`src/rtl/spi_host.sv`:
```
`default_nettype none
// ============================================================================
// Module  : spi_host
// Purpose : Mode-0 SPI master. Turns one register request into one frame:
//           a command word then a data word, both LSB first, with an
//           active-low select, a CLK_DIV-cycle hold after the last bit and
//           a CLK_DIV-cycle deselect gap before the next request is taken.
// Revision: 1.0 - initial release
// ============================================================================
module spi_host #(
    parameter int SPI_CMD_WIDTH  = 8,
    parameter int SPI_DATA_WIDTH = 8,
    parameter int SPI_ADDR_WIDTH = 3,
    parameter int CLK_DIV        = 2
) (
    input  logic                      clk,
    input  logic                      rst,
    input  logic                      req_valid,
    output logic                      req_ready,
    input  logic                      req_write,
    input  logic [SPI_ADDR_WIDTH-1:0] req_addr,
    input  logic [SPI_DATA_WIDTH-1:0] req_wdata,
    output logic                      rsp_valid,
    output logic [SPI_DATA_WIDTH-1:0] rsp_rdata,
    output logic                      spi_clk,
    output logic                      spi_sel,
    output logic                      spi_mosi,
    input  logic                      spi_miso
);

    localparam int c_FRAME_BITS = SPI_CMD_WIDTH + SPI_DATA_WIDTH;
    localparam int c_BIT_W      = (c_FRAME_BITS > 1) ? $clog2(c_FRAME_BITS) : 1;
    localparam int c_DIV_W      = (CLK_DIV > 1) ? $clog2(CLK_DIV) : 1;

    localparam logic [c_DIV_W-1:0] c_DIV_LAST   = c_DIV_W'(CLK_DIV - 1);
    localparam logic [c_BIT_W-1:0] c_BIT_LAST   = c_BIT_W'(c_FRAME_BITS - 1);
    localparam logic [c_BIT_W-1:0] c_DATA_FIRST = c_BIT_W'(SPI_CMD_WIDTH);

    typedef enum logic [1:0] {
        S_IDLE  = 2'd0,
        S_SHIFT = 2'd1,
        S_HOLD  = 2'd2,
        S_GAP   = 2'd3
    } state_t;

    state_t                    r_state;
    logic [c_DIV_W-1:0]        r_div;
    logic [c_BIT_W-1:0]        r_bit;
    logic                      r_phase_high;
    logic [c_FRAME_BITS-2:0]   r_frame;      // bits still to be sent after the current one
    logic                      r_is_read;
    logic [SPI_DATA_WIDTH-1:0] r_rx;
    logic                      r_ready;
    logic                      r_rsp_valid;
    logic [SPI_DATA_WIDTH-1:0] r_rsp_rdata;
    logic                      r_spi_clk;
    logic                      r_spi_sel;
    logic                      r_spi_mosi;

    logic [SPI_CMD_WIDTH-1:0]  w_cmd;
    logic [c_FRAME_BITS-1:0]   w_frame;

    // Assemble the full frame from the live request fields; only used at acceptance
    always_comb begin
        w_cmd                     = '0;
        w_cmd[0]                  = req_write;
        w_cmd[SPI_ADDR_WIDTH:1]   = req_addr;
        w_frame = {(req_write ? req_wdata : {SPI_DATA_WIDTH{1'b0}}), w_cmd};
    end

    // Frame sequencer: all serial outputs and handshakes are registered here
    always_ff @(posedge clk) begin
        if (rst) begin
            r_state      <= S_IDLE;
            r_div        <= '0;
            r_bit        <= '0;
            r_phase_high <= 1'b0;
            r_frame      <= '0;
            r_is_read    <= 1'b0;
            r_rx         <= '0;
            r_ready      <= 1'b0;
            r_rsp_valid  <= 1'b0;
            r_rsp_rdata  <= '0;
            r_spi_clk    <= 1'b0;
            r_spi_sel    <= 1'b1;
            r_spi_mosi   <= 1'b0;
        end else begin
            r_rsp_valid <= 1'b0;
            case (r_state)
                S_IDLE: begin
                    r_spi_sel  <= 1'b1;
                    r_spi_clk  <= 1'b0;
                    r_spi_mosi <= 1'b0;
                    if (r_ready && req_valid) begin
                        // Capture everything now so later input changes cannot leak into the frame
                        r_ready      <= 1'b0;
                        r_state      <= S_SHIFT;
                        r_spi_sel    <= 1'b0;
                        r_spi_mosi   <= w_frame[0];
                        r_frame      <= w_frame[c_FRAME_BITS-1:1];
                        r_is_read    <= ~req_write;
                        r_rx         <= '0;
                        r_div        <= '0;
                        r_bit        <= '0;
                        r_phase_high <= 1'b0;
                    end else begin
                        r_ready <= 1'b1;
                    end
                end

                S_SHIFT: begin
                    if (r_div == c_DIV_LAST) begin
                        r_div <= '0;
                        if (!r_phase_high) begin
                            // Rising spi_clk: slave samples mosi, host samples miso
                            r_spi_clk    <= 1'b1;
                            r_phase_high <= 1'b1;
                            if (r_is_read && (r_bit >= c_DATA_FIRST)) begin
                                r_rx <= {spi_miso, r_rx[SPI_DATA_WIDTH-1:1]};
                            end
                        end else begin
                            // Falling spi_clk: present the next bit for a full low phase
                            r_spi_clk    <= 1'b0;
                            r_phase_high <= 1'b0;
                            if (r_bit == c_BIT_LAST) begin
                                r_state    <= S_HOLD;
                                r_spi_mosi <= 1'b0;
                            end else begin
                                r_bit      <= r_bit + 1'b1;
                                r_spi_mosi <= r_frame[0];
                                r_frame    <= {1'b0, r_frame[c_FRAME_BITS-2:1]};
                            end
                        end
                    end else begin
                        r_div <= r_div + 1'b1;
                    end
                end

                S_HOLD: begin
                    if (r_div == c_DIV_LAST) begin
                        r_div       <= '0;
                        r_state     <= S_GAP;
                        r_spi_sel   <= 1'b1;
                        r_rsp_valid <= 1'b1;
                        r_rsp_rdata <= r_is_read ? r_rx : '0;
                    end else begin
                        r_div <= r_div + 1'b1;
                    end
                end

                S_GAP: begin
                    if (r_div == c_DIV_LAST) begin
                        r_div   <= '0;
                        r_state <= S_IDLE;
                        r_ready <= 1'b1;
                    end else begin
                        r_div <= r_div + 1'b1;
                    end
                end

                default: begin
                    r_state <= S_IDLE;
                end
            endcase
        end
    end

    assign req_ready = r_ready;
    assign rsp_valid = r_rsp_valid;
    assign rsp_rdata = r_rsp_rdata;
    assign spi_clk   = r_spi_clk;
    assign spi_sel   = r_spi_sel;
    assign spi_mosi  = r_spi_mosi;

endmodule
`default_nettype wire

```
`config.mk`:
```
export PLATFORM = sky130hd
export DESIGN_NAME = spi_host
export DESIGN_NICKNAME = d
export VERILOG_FILES = /design/src/rtl/spi_host.sv
export SDC_FILE = /design/constraint.sdc
export NUM_CORES = 1
export LEC_CHECK = 0
export CORE_ASPECT_RATIO = 1.2
export CORE_MARGIN = 1.5
export CORE_UTILIZATION = 35
export CTS_BUF_LIST = sky130_fd_sc_hd__clkbuf_4 sky130_fd_sc_hd__clkbuf_8 sky130_fd_sc_hd__clkbuf_16
export DETAILED_ROUTE_END_ITERATION = 6
export PLACE_DENSITY = 0.65
export RECOVER_POWER = 25
export SYNTH_ARGS = -nofsm -noshare
export SYNTH_HDL_FRONTEND = slang
export SYNTH_SLANG_ARGS = --single-unit
```
`constraint.sdc`:
```
create_clock -name clk -period 2.7 [get_ports clk]
set_clock_uncertainty 0.05 [all_clocks]
set_input_delay 0.54 -clock clk [delete_from_list [all_inputs] [get_ports clk]]
set_output_delay 0.54 -clock clk [all_outputs]
set_load 0.01 [all_outputs]
```
### Word level (Yosys, flattened, before mapping)

Index checks and enable logic that the tools add are counted.

| cells by class | value |
|---|---|
| add/subtract/negate cells | 2 |
| multipliers | 0 |
| divide/modulo/power cells | 0 |
| magnitude comparators | 1 |
| equal/unequal tests | 13 |
| shifts and indexed selects | 0 |
| mux-type cells | 41 |
| bitwise gates (word level) | 2 |
| reduce and logical (&&, ||, !) cells | 18 |

Operator list:

| kind | number |
|---|---|
| two-way mux 15 bit | 4 |
| two-way mux 8 bit | 6 |
| case mux 15 bit (2 select lines) | 1 |
| != test 2 bit (second input constant) | 9 |
| two-way mux 4 bit | 4 |
| case mux 8 bit (2 select lines) | 1 |
| two-way mux 2 bit | 6 |
| case mux 1 bit (2 select lines) | 6 |
| two-way mux 1 bit | 11 |
| AND reduction 2 bit | 5 |
| AND reduction 5 bit | 2 |
| case mux 2 bit (4 select lines) | 1 |
| case mux 4 bit (2 select lines) | 1 |
| AND reduction 3 bit | 2 |
| AND reduction 6 bit | 1 |
| nonzero test 2 bit | 3 |
| adder 4 x 1 -> 4 bit (second input constant) | 1 |
| equality test 2 bit (second input constant) | 2 |
| equality test 4 bit (second input constant) | 1 |
| greater-or-equal comparator 4 bit (second input constant) | 1 |
| OR reduction 3 bit | 1 |
| equality test 2 x 1 -> 1 bit (second input constant) | 1 |
| logical AND 1 bit | 2 |
| logical NOT 2 bit | 1 |
| other kinds (3) | 4 |

| storage, ports and cells | value |
|---|---|
| register bits | 45 |
| latch bits | 0 |
| RAM bits | 0 |
| ROM bits | 0 |
| memories kept | 0 |

### Logic depth before layout (Yosys ltp)

Gate-level depths: netlist of run 1.

| depth | value |
|---|---|
| word-level depth | 6 |
| depth in mapped cells | 9 |
| depth with buffers taken out | 6 |

### Worst setup path before layout of run 1

OpenSTA, ideal clock, no wires.

| path | value |
|---|---|
| path type | register to register |
| start | register r_state[0] |
| end | register r_frame[11] |
| arrival | 1.532 ns |
| required time | 2.518 ns |
| setup slack | 0.986 ns |
| cell stages (with the launch flop) | 9 |
| buffers on the path | 2 |
| clock period less this slack | 1.714 ns |
| path through | dfxtp_1 > inv_1 > ha_1 > or2_2 > and4_1 > buf_2 > buf_6 > nor2_1 > nor3_1 |

| on the way | value |
|---|---|
| longest elaborated chain between the ends | 3 |

RTL lines:

| item | RTL line | text |
|---|---|---|
| start, declared | 46 | `state_t r_state;` |
| start signal, assigned | 74 | `r_state <= S_IDLE;` |
| start signal, assigned | 97 | `r_state <= S_SHIFT;` |
| start signal, assigned | 126 | `r_state <= S_HOLD;` |
| equality test 2 x 1 -> 1 bit or logical NOT 2 bit (tied branches) | 89 | `case (r_state)` |
| != test 2 bit (no source line) or nonzero test 2 bit (tied branches) | -- |  |
| AND reduction 5 bit (no source line) | -- |  |
| end signal, assigned | 100 | `r_frame <= w_frame[c_FRAME_BITS-1:1];` |
| end signal, assigned | 131 | `r_frame <= {1'b0, r_frame[c_FRAME_BITS-2:1]};` |
| end, declared | 50 | `logic [c_FRAME_BITS-2:0] r_frame;` |

Several ways; a longest one is shown, not always the timed one.
A chain may end at the register's enable or synchronous reset.

### Final worst setup path of run 1

| path | value |
|---|---|
| start | register r_state[1] |
| end | register r_state[0] |

| on the way | value |
|---|---|
| longest elaborated chain between the ends | 3 |

RTL lines:

| item | RTL line |
|---|---|
| equality test 2 x 1 -> 1 bit, or another cell as far along | 89 |
| != test 2 bit (no source line) | -- |
| AND reduction 6 bit (no source line) | -- |

Several ways; a longest one is shown, not always the timed one.

==> results.sh, run 1 <==
export IMPL_finalCritPeriodShare=0.782
export IMPL_port_buffers=28
export IMPL_die_w_um=72.1
export IMPL_ys_dominant_reg_cell="dfxtp_1"
export IMPL_vias=1658
export IMPL_hold_depth=2
export IMPL_io_pins=29
export IMPL_yosysSeqAreaShare=0.450
export IMPL_worst_pin_slew_ns=0.760
export IMPL_grt_setup_unrepaired="false"
export IMPL_cp_start_kind="flip-flop"
export IMPL_antenna_cells=0
export IMPL_cts_buffer_depth=2
export IMPL_globalRoute_totalOverflow=0
export IMPL_numClockSinks=45
export IMPL_grt_first_pass_wirelength_mm=6.69
export IMPL_grt_pass1_vias=1503
export IMPL_powerDensity_nw_per_um2=883
export IMPL_areaGrowthSynthToFinish_pct=19.7
export IMPL_end_kind="flip-flop"
export IMPL_ant_nets=0
export IMPL_die_area_um2=6190
export IMPL_hold_ws_ns=0.401
export IMPL_htree_levels=2
export IMPL_cts_made_buffers=5
export IMPL_setup_tns_ns=0
export IMPL_post_cts_setup_buffer_count=0
export IMPL_fill_cells=578
export IMPL_grt_antenna_before_repair=0
export IMPL_cts_resized=0
export IMPL_ys_seq_elements=45
export IMPL_first_iter_violations=116
export IMPL_syn_nets=249
export IMPL_worst_ep_arrival_time_ns=2.27
export IMPL_drv_slew=0
export IMPL_worst_setup_path_type="reg -> reg"
export IMPL_drcViolationCount=0
export IMPL_met1_usage=0.168
export IMPL_cts_hold_buf=0
export IMPL_grt_max_degree=33
export IMPL_required_ns=2.86
export IMPL_hold_violations=0
export IMPL_cts_root_buffer="clkbuf_8"
export IMPL_synth_edf_count=0
export IMPL_avgSynthCellArea_um2=8.86
export IMPL_die_h_um=85.9
export IMPL_syn_inst=226
export IMPL_drt_total_wl_mm=3.96
export IMPL_power_leakage_nw=0.825
export IMPL_hpwl_mm=2.82
export IMPL_slew_headroom=0.489
export IMPL_outcome="completed"
export IMPL_synth_warnings=0
export IMPL_cts_tree="done"
export IMPL_nets=273
export IMPL_via_per_inst=5.26
export IMPL_hp_class="reg -> reg"
export IMPL_netlist_area_um2=2000
export IMPL_rows=30
export IMPL_ys_async_sr_fraction=0
export IMPL_max_freq_ghz=0.474
export IMPL_drive_above_1_share=0.0797
export IMPL_grt_busiest_layer="met2"
export IMPL_critPathMaxFanout=8
export IMPL_initial_utilization=0.358
export IMPL_period_minus_slack_ns=2.11
export IMPL_grtUsageTotal=0.137
export IMPL_r2r_worst_path_cells=6
export IMPL_setup_viol_count_final=0
export IMPL_ir_drop_mv=0.270
export IMPL_core_um2=5590
export IMPL_wl_per_cell_um=12.6
export IMPL_grtUsageMet3=0.0400
export IMPL_dr_pass1_iters=4
export IMPL_place_congestion=0.773
export IMPL_clkLatencyLatePin_ns=0.29
export IMPL_maxCapViolCount=0
export IMPL_clkSlewWorstSetupHoldPaths_ns=0.08
export IMPL_use_met2=0.228
export IMPL_yosys_cell_types_count=40
==> worst paths after layout <==
check	to	from	slack, ns
worst min-delay path	rsp_rdata[7]	rsp_rdata[7]	0.40
worst max-delay path	r_state[0]	r_state[1]	0.59
worst min register to register	rsp_rdata[7]	rsp_rdata[7]	0.40
worst max register to register	r_state[0]	r_state[1]	0.59
==> state kept, by name (all words and copies together) (netlist names) <==
| name | cells |
|---|---|
| r_div | 1 |
| spi_sel | 1 |
| rsp_rdata | 8 |
| spi_mosi | 1 |
| spi_clk | 1 |
| r_is_read | 1 |
| r_state | 2 |
| r_phase_high | 1 |
| r_rx | 8 |
| req_ready | 1 |
| r_frame | 15 |
| rsp_valid | 1 |
| r_bit | 4 |
==> metrics by stage <==
stage               cells  utilization  setup WS, ns  area (um^2)  power [W]
floorplan             226            -         0.986         2000    0.00158
global placement      307        0.414         0.524         2310    0.00173
detailed placement    307        0.414         0.496         2310    0.00174
CTS                   315        0.429         0.669         2400    0.00214
global route          315        0.429         0.369         2400    0.00230
finish                315        0.429         0.590         2400    0.00212
==> Yosys cell counts (2+ instances only) <==
library cell	count	area, um^2
a22oi_1	6	45.0
clkbuf_1	6	22.5
nand2b_1	9	56.3
dfxtp_1	45	901
a221oi_1	6	52.6
nand4_1	2	12.5
or3_1	2	12.5
nor3_1	8	40.0
nand3_1	21	105
buf_6	3	33.8
nor2b_1	3	18.8
and4_1	2	17.5
buf_1	2	7.51
a21bo_2	2	20.0
a21oi_1	21	105
inv_1	6	22.5
and2_1	3	18.8
nand2_1	10	37.5
o21ai_0	2	10.0
buf_2	6	30.0
nor2_1	27	101
ha_1	7	87.6
mux2i_1	6	60.1
a211oi_1	5	37.5
==> layer usage <==
metal / part of all wire / vias up
li1: - / 848
met1: 0.47 / 768
met2: 0.48 / 37
met3: 0.043 / 5
met4: 0.014 / 0
met5: 0 / -
==> layout make-up <==
cell class,count,area (um^2),area share
inverters,6,22.5,0.00939
clock buffers,6,76.3,0.0318
clock inverters,2,10.0,0.00418
multi-input cells,158,982,0.410
well taps,64,80.1,0.0334
flip-flops and latches,45,901,0.376
repair buffers,34,325,0.136
==> logic make-up after synthesis <==
kind of cell	after synthesis	synth area share
AND/OR/NAND/NOR	92	0.230
AO/OA/AOI/OAI	52	0.182
flip-flops	45	0.450
buffers and inverters	23	0.0581
multiplexers	7	0.0356
adder cells (fa/ha/maj)	7	0.0437
==> critical path: stages, from the launching register on <==
cell      delay [ns]
dfxtp_1         0.33
inv_1           0.12
ha_1            0.30
a21boi_0        0.66
nor2_1          0.18
and2_1          0.20
a211oi_1        0.19
==> layout by cell type (no fill, tap or decap), types with 3 or more instances in the layout <==
cell,n
a22oi_1,6
nor3_1,8
nor2b_1,3
clkbuf_8,5
nand2b_1,9
buf_4,6
mux2i_1,6
inv_1,6
a21oi_1,21
ha_1,7
clkdlybuf4s50_1,28
nand3_1,21
a221oi_1,6
dfxtp_1,45
nand2_1,10
nor2_1,27
a211oi_1,5
==> power breakdown <==
| part | leakage, nW | switching (W) | internal [W] |
|---|---|---|---|
| sequential | 0.365 | 0.0000798 | 0.000770 |
| clock | 0.0484 | 0.000215 | 0.000190 |
| combinational | 0.411 | 0.000489 | 0.000374 |
| total | 0.825 | 0.000784 | 0.00133 |
No activity file was read; power rests on OpenSTA's default activity.
==> run 2: changes to the inputs <==
Settings changed: PLACE_DENSITY 0.65 to 0.68.
Clock period 2.7 ns to 1.7 ns, I/O delays scaled along.
==> run 2 against run 1 <==
First-iteration DRC count shrank 14%. Routed wire length grew 21%. Clock-buffer cell count fell by 1. Critical path depth down 5. Sequential share of layout area fell by 6.0 points. Die area unchanged. Critical path type is now reg -> out. Largest power group unchanged. Setup slack got worse by 0.55 ns. Highest routed layer unchanged. Global-route usage rose by 2.1 points. Non-clock buffer count grew 28. Largest cell class unchanged.
==> results.sh, run 2 (synthesis gave the netlist of run 1 again) <==
export IMPL_numClockSinks=45
export IMPL_initial_utilization=0.358
export IMPL_swShare=0.344
export IMPL_cpLargestDelayFamily="buffers and inverters"
export IMPL_max_freq_ghz=0.603
export IMPL_end_kind="primary output"
export IMPL_p_int_w=0.00304
export IMPL_p_sw_w=0.00160
export IMPL_clkLatencyLatePin_ns=0.30
export IMPL_cts_tree="done"
export IMPL_power_leakage_nw=1.04
export IMPL_cts_hold_buf=0
export IMPL_port_buffers=28
export IMPL_drive_above_1_share=0.254
export IMPL_max_flop_register="r_frame"
export IMPL_die_h_um=85.9
export IMPL_period_minus_slack_ns=1.66
export IMPL_nets=301
export IMPL_crit_path_top_delay_cell="clkdlybuf4s50_1"
export IMPL_antenna_cells=0
export IMPL_min_from="rsp_rdata[6]"
export IMPL_drv_slew=0
export IMPL_wl_per_cell_um=14.0
export IMPL_vias=1808
export IMPL_clkSlewWorstSetupHoldPaths_ns=0.09
export IMPL_setup_tns_ns=0
export IMPL_outcome="completed"
export IMPL_cts_buffer_depth=2
export IMPL_cts_made_buffers=5
export IMPL_setup_viol_count_final=0
export IMPL_final_cell_mix="dfxtp_1 (43), clkdlybuf4s50_1 (28), buf_4 (27), nor2_1 (26)"
export IMPL_powerDensity_nw_per_um2=1620
export IMPL_htree_levels=2
export IMPL_cts_root_buffer="clkbuf_8"
export IMPL_reg2reg_slack_ns=0.04
export IMPL_via_per_inst=5.27
export IMPL_p_seq_frac=0.292
export IMPL_required_ns=1.31
export IMPL_finalCritPeriodShare=0.976
export IMPL_largest_reg_flops=15
export IMPL_hpwl_mm=3.31
export IMPL_io_pins=29
export IMPL_critPathMaxFanout=3
export IMPL_worst_pin_slew_ns=0.307
export IMPL_holdPathEnd="rsp_rdata[6]"
export IMPL_post_place_ws_ns=-0.129
export IMPL_first_iter_violations=100
export IMPL_drcViolationCount=0
export IMPL_areaGrowthSynthToFinish_pct=43.2
export IMPL_worst_ep_arrival_time_ns=1.27
export IMPL_hold_ws_ns=0.404
export IMPL_maxCapViolCount=0
export IMPL_drt_total_wl_mm=4.80
export IMPL_r2r_worst_path_cells=7
export IMPL_reg2reg_to="r_frame[2]"
export IMPL_worst_setup_path_type="reg -> out"
export IMPL_dr_pass1_iters=4
export IMPL_crit_chain="clkdlybuf4s50_1"
export IMPL_die_w_um=72.1
export IMPL_power_share_clock=0.211
export IMPL_core_um2=5590
export IMPL_r2r_start="r_state[1]"
export IMPL_cpPeakStageDelay_ns=0.56
export IMPL_combPwrFrac=0.497
export IMPL_timing_critical_path_buf_inv=1
export IMPL_hp_class="reg -> reg"
export IMPL_grt_max_degree=16
export IMPL_final_common_cell="dfxtp_1"
export IMPL_ir_drop_mv=0.648
export IMPL_grtUsageTotal=0.159
export IMPL_hold_violations=0
export IMPL_grt_first_pass_wirelength_mm=7.81
export IMPL_grt_pass1_vias=1680
export IMPL_grt_antenna_before_repair=0
export IMPL_slew_headroom=0.795
export IMPL_ant_nets=0
export IMPL_die_area_um2=6190
export IMPL_place_congestion=0.765
export IMPL_cp_start_kind="flip-flop"
export IMPL_rows=30
export IMPL_globalRoute_totalOverflow=0
export IMPL_hold_depth=2
export IMPL_timing_final_ws_setup_ns=0.0409
-- run 2: cell types whose count changed in the layout (fill, tap and decap cells not counted), sizes merged --
| cell | before | now |
|---|---|---|
| buf | 6 | 34 |
| bufinv | 0 | 2 |
| clkbuf | 6 | 5 |
| clkinv | 2 | 0 |
| inv | 6 | 7 |
-- run 2: worst max-delay path by stage --
| stage | slack (ns) | depth (start not counted) | startpoint | to |
|---|---|---|---|---|
| after global routing | -0.0008 | 8 | r_state[1] | r_state[1] |
| after global placement | -0.09 | 6 | req_valid | r_state[0] |
| after floorplan | 0.009 | 8 | r_state[1] | r_rx[1] |
| after detailed placement | -0.13 | 6 | req_valid | r_state[0] |
| final | 0.04 | 1 | req_ready | req_ready |
| after CTS | -0.002 | 9 | r_state[1] | r_rx[1] |
-- run 2: per-layer routing --
metal,global-route usage,part of all wire,vias up,routed length [um]
met5,0,0,-,0
met3,0.0376,0.023,6,110
li1,-,-,902,-
met1,0.192,0.44,871,2110
met4,0.0497,0.013,0,63
met2,0.275,0.52,29,2510
-- run 2: per-stage QoR --
step / cell area, um^2 / power [W] / util / std cells
after detailed placement: 2550 / 0.00323 / 0.455 / 331
final: 2870 / 0.00464 / 0.513 / 343
after floorplan: 2010 / 0.00252 / - / 226
after CTS: 2790 / 0.00455 / 0.500 / 342
after global placement: 2550 / 0.00320 / 0.455 / 331
after global routing: 2870 / 0.00492 / 0.513 / 343
-- run 2: area by class of cell --
class | instances | area [um^2]
flip-flops and latches | 45 | 906
repair buffers | 62 | 588
inverters | 6 | 22.5
well taps | 64 | 80.1
clock buffers | 5 | 68.8
fillers | 518 | 2730
multi-input cells | 158 | 1130
clock inverters | 3 | 68.8
-- run 2: power groups by stage --
stage          sequential [W]  combinational, W  clock, W
2_1_floorplan         0.00133           0.00119         0
3_3_place_gp          0.00135           0.00185         0
3_5_place_dp          0.00135           0.00188         0
4_1_cts               0.00134           0.00222  0.000996
5_1_grt               0.00138           0.00251   0.00104
6_report              0.00136           0.00231  0.000981
-- run 2: what timing repair did --
| item | CTS | global route |
|---|---|---|
| setup buffers | 2 | 3 |
| cloned | 1 | 0 |
| pin swaps | 3 | 3 |
| setup endpoints to repair | 19 | 29 |
| gates resized for setup | 17 | 23 |
-- run 2: tightest hold or removal path, cell delays in order (launching register included) --
cell     delay, ns
dfxtp_1       0.32
nand2_1       0.05
a21oi_1       0.05
==> run 3: changes to the inputs <==
Settings changed: SKIP_LAST_GASP from default to 1.
==> run 3 against run 2 <==
Die area unchanged. Core utilization fell by 0.089 points. Global-route usage did not move. Clock power hardly changed. Non-clock buffer count is the same. Routed wire length decreased by 0.35%. Critical path type unchanged.
==> results.sh, run 3 (synthesis gave the netlist of run 1 again) <==
export IMPL_largest_reg_flops=15
export IMPL_crit_chain="clkdlybuf4s50_1"
export IMPL_critPathMaxFanout=3
export IMPL_end_kind="primary output"
export IMPL_grt_max_degree=16
export IMPL_die_w_um=72.1
export IMPL_worst_ep_arrival_time_ns=1.27
export IMPL_cpLargestDelayFamily="buffers and inverters"
export IMPL_wl_per_cell_um=13.9
export IMPL_hp_class="reg -> reg"
export IMPL_port_buffers=28
export IMPL_first_iter_violations=93
export IMPL_final_cell_mix="dfxtp_1 (43), clkdlybuf4s50_1 (28), buf_4 (27), nor2_1 (26)"
export IMPL_slew_headroom=0.789
export IMPL_numClockSinks=45
export IMPL_combPwrFrac=0.494
export IMPL_multi_input_area_um2=1130
export IMPL_finalCritPeriodShare=0.976
export IMPL_maxCapViolCount=0
export IMPL_setup_tns_ns=0
export IMPL_p_seq_frac=0.293
export IMPL_clkLatencyLatePin_ns=0.30
export IMPL_core_um2=5590
export IMPL_cp_start_kind="flip-flop"
export IMPL_grt_setup_unrepaired="true"
export IMPL_crit_path_top_delay_cell="clkdlybuf4s50_1"
export IMPL_grtUsageTotal=0.159
export IMPL_period_minus_slack_ns=1.66
export IMPL_grt_antenna_before_repair=0
export IMPL_timing_critical_path_buf_inv=1
export IMPL_rows=30
export IMPL_die_area_um2=6190
export IMPL_drv_slew=0
export IMPL_cts_tree="done"
export IMPL_areaGrowthSynthToFinish_pct=42.9
export IMPL_vias=1802
export IMPL_cpPeakStageDelay_ns=0.56
export IMPL_dr_pass1_iters=4
export IMPL_hold_ws_ns=0.404
export IMPL_power_share_clock=0.212
export IMPL_max_freq_ghz=0.603
export IMPL_grt_first_pass_wirelength_mm=7.81
export IMPL_final_common_cell="dfxtp_1"
export IMPL_power_leakage_nw=1.04
export IMPL_worst_pin_slew_ns=0.316
export IMPL_initial_utilization=0.358
export IMPL_cts_buffer_depth=2
export IMPL_hpwl_mm=3.31
export IMPL_clkSlewWorstSetupHoldPaths_ns=0.09
export IMPL_ir_drop_mv=0.648
export IMPL_regArea_um2=906
export IMPL_antenna_cells=0
export IMPL_required_ns=1.31
export IMPL_fill_cells=516
export IMPL_p_int_w=0.00304
export IMPL_hold_violations=0
export IMPL_ant_nets=0
export IMPL_via_per_inst=5.25
export IMPL_cts_made_buffers=5
export IMPL_setup_viol_count_final=0
export IMPL_swShare=0.343
export IMPL_globalRoute_totalOverflow=0
export IMPL_powerDensity_nw_per_um2=1620
export IMPL_worst_setup_path_type="reg -> out"
export IMPL_outcome="completed"
export IMPL_grt_pass1_vias=1680
export IMPL_drive_above_1_share=0.251
export IMPL_drt_total_wl_mm=4.78
export IMPL_io_pins=29
export IMPL_drcViolationCount=0
export IMPL_p_sw_w=0.00159
export IMPL_cts_root_buffer="clkbuf_8"
export IMPL_die_h_um=85.9
export IMPL_max_flop_register="r_frame"
export IMPL_place_congestion=0.765
export IMPL_htree_levels=2
export IMPL_nets=301
## run 3: cell types whose count changed in the layout (fill, tap and decap cells not counted)
cell	previous run	this run
a211oi_1	2	3
a211oi_2	3	2
## run 3: area by class of cell
class | count | area share
multi-input cells | 158 | 0.394
flip-flops and latches | 45 | 0.316
repair buffers | 62 | 0.205
well taps | 64 | 0.0280
clock buffers | 5 | 0.0240
clock inverters | 3 | 0.0240
inverters | 6 | 0.00787
## run 3: worst register-to-register path: stages, from the launching register on
cell	delay, ns
dfxtp_2	0.34
inv_2	0.05
ha_4	0.19
buf_6	0.14
or2_4	0.27
and4_4	0.19
buf_12	0.14
a211oi_1	0.21
## run 3: repair_timing
item / CTS / global route
setup buffers: 2 / 3
endpoints found under the setup margin: 19 / 29
pin swaps: 3 / 3
cloned: 1 / 0
gates resized for setup: 17 / 22
hold buffers: 0 / 0
## run 3: power groups by stage
stage          sequential (W)  combinational, W  clock, W
6_report              0.00136           0.00229  0.000982
5_1_grt               0.00138           0.00249   0.00104
4_1_cts               0.00134           0.00222  0.000996
3_5_place_dp          0.00135           0.00188         0
3_3_place_gp          0.00135           0.00185         0
2_1_floorplan         0.00133           0.00119         0
## run 3: stage by stage
step / power [W] / util / instances / setup slack [ns] / cell area, um^2
floorplan: 0.00252 / - / 226 / 0.00939 / 2010
global placement: 0.00320 / 0.455 / 331 / -0.0937 / 2550
detailed placement: 0.00323 / 0.455 / 331 / -0.129 / 2550
CTS: 0.00455 / 0.500 / 342 / -0.00184 / 2790
global route: 0.00491 / 0.512 / 343 / -0.0137 / 2860
finish: 0.00462 / 0.512 / 343 / 0.0407 / 2860
## run 3: routing by layer
layer | track usage | vias up | part of all wire
met5 | 0 | - | 0
met4 | 0.0497 | 0 | 0.013
met3 | 0.0376 | 6 | 0.024
met2 | 0.275 | 28 | 0.52
met1 | 0.192 | 867 | 0.44
li1 | - | 901 | -
## run 3: worst paths after layout
kind | startpoint | end | slack [ns] | depth (start not counted)
min reg2reg | rsp_rdata[6] | rsp_rdata[6] | 0.40 | 2
max | req_ready | req_ready | 0.04 | 1
min | rsp_rdata[6] | rsp_rdata[6] | 0.40 | 2
max reg2reg | r_state[1] | r_frame[2] | 0.04 | 7
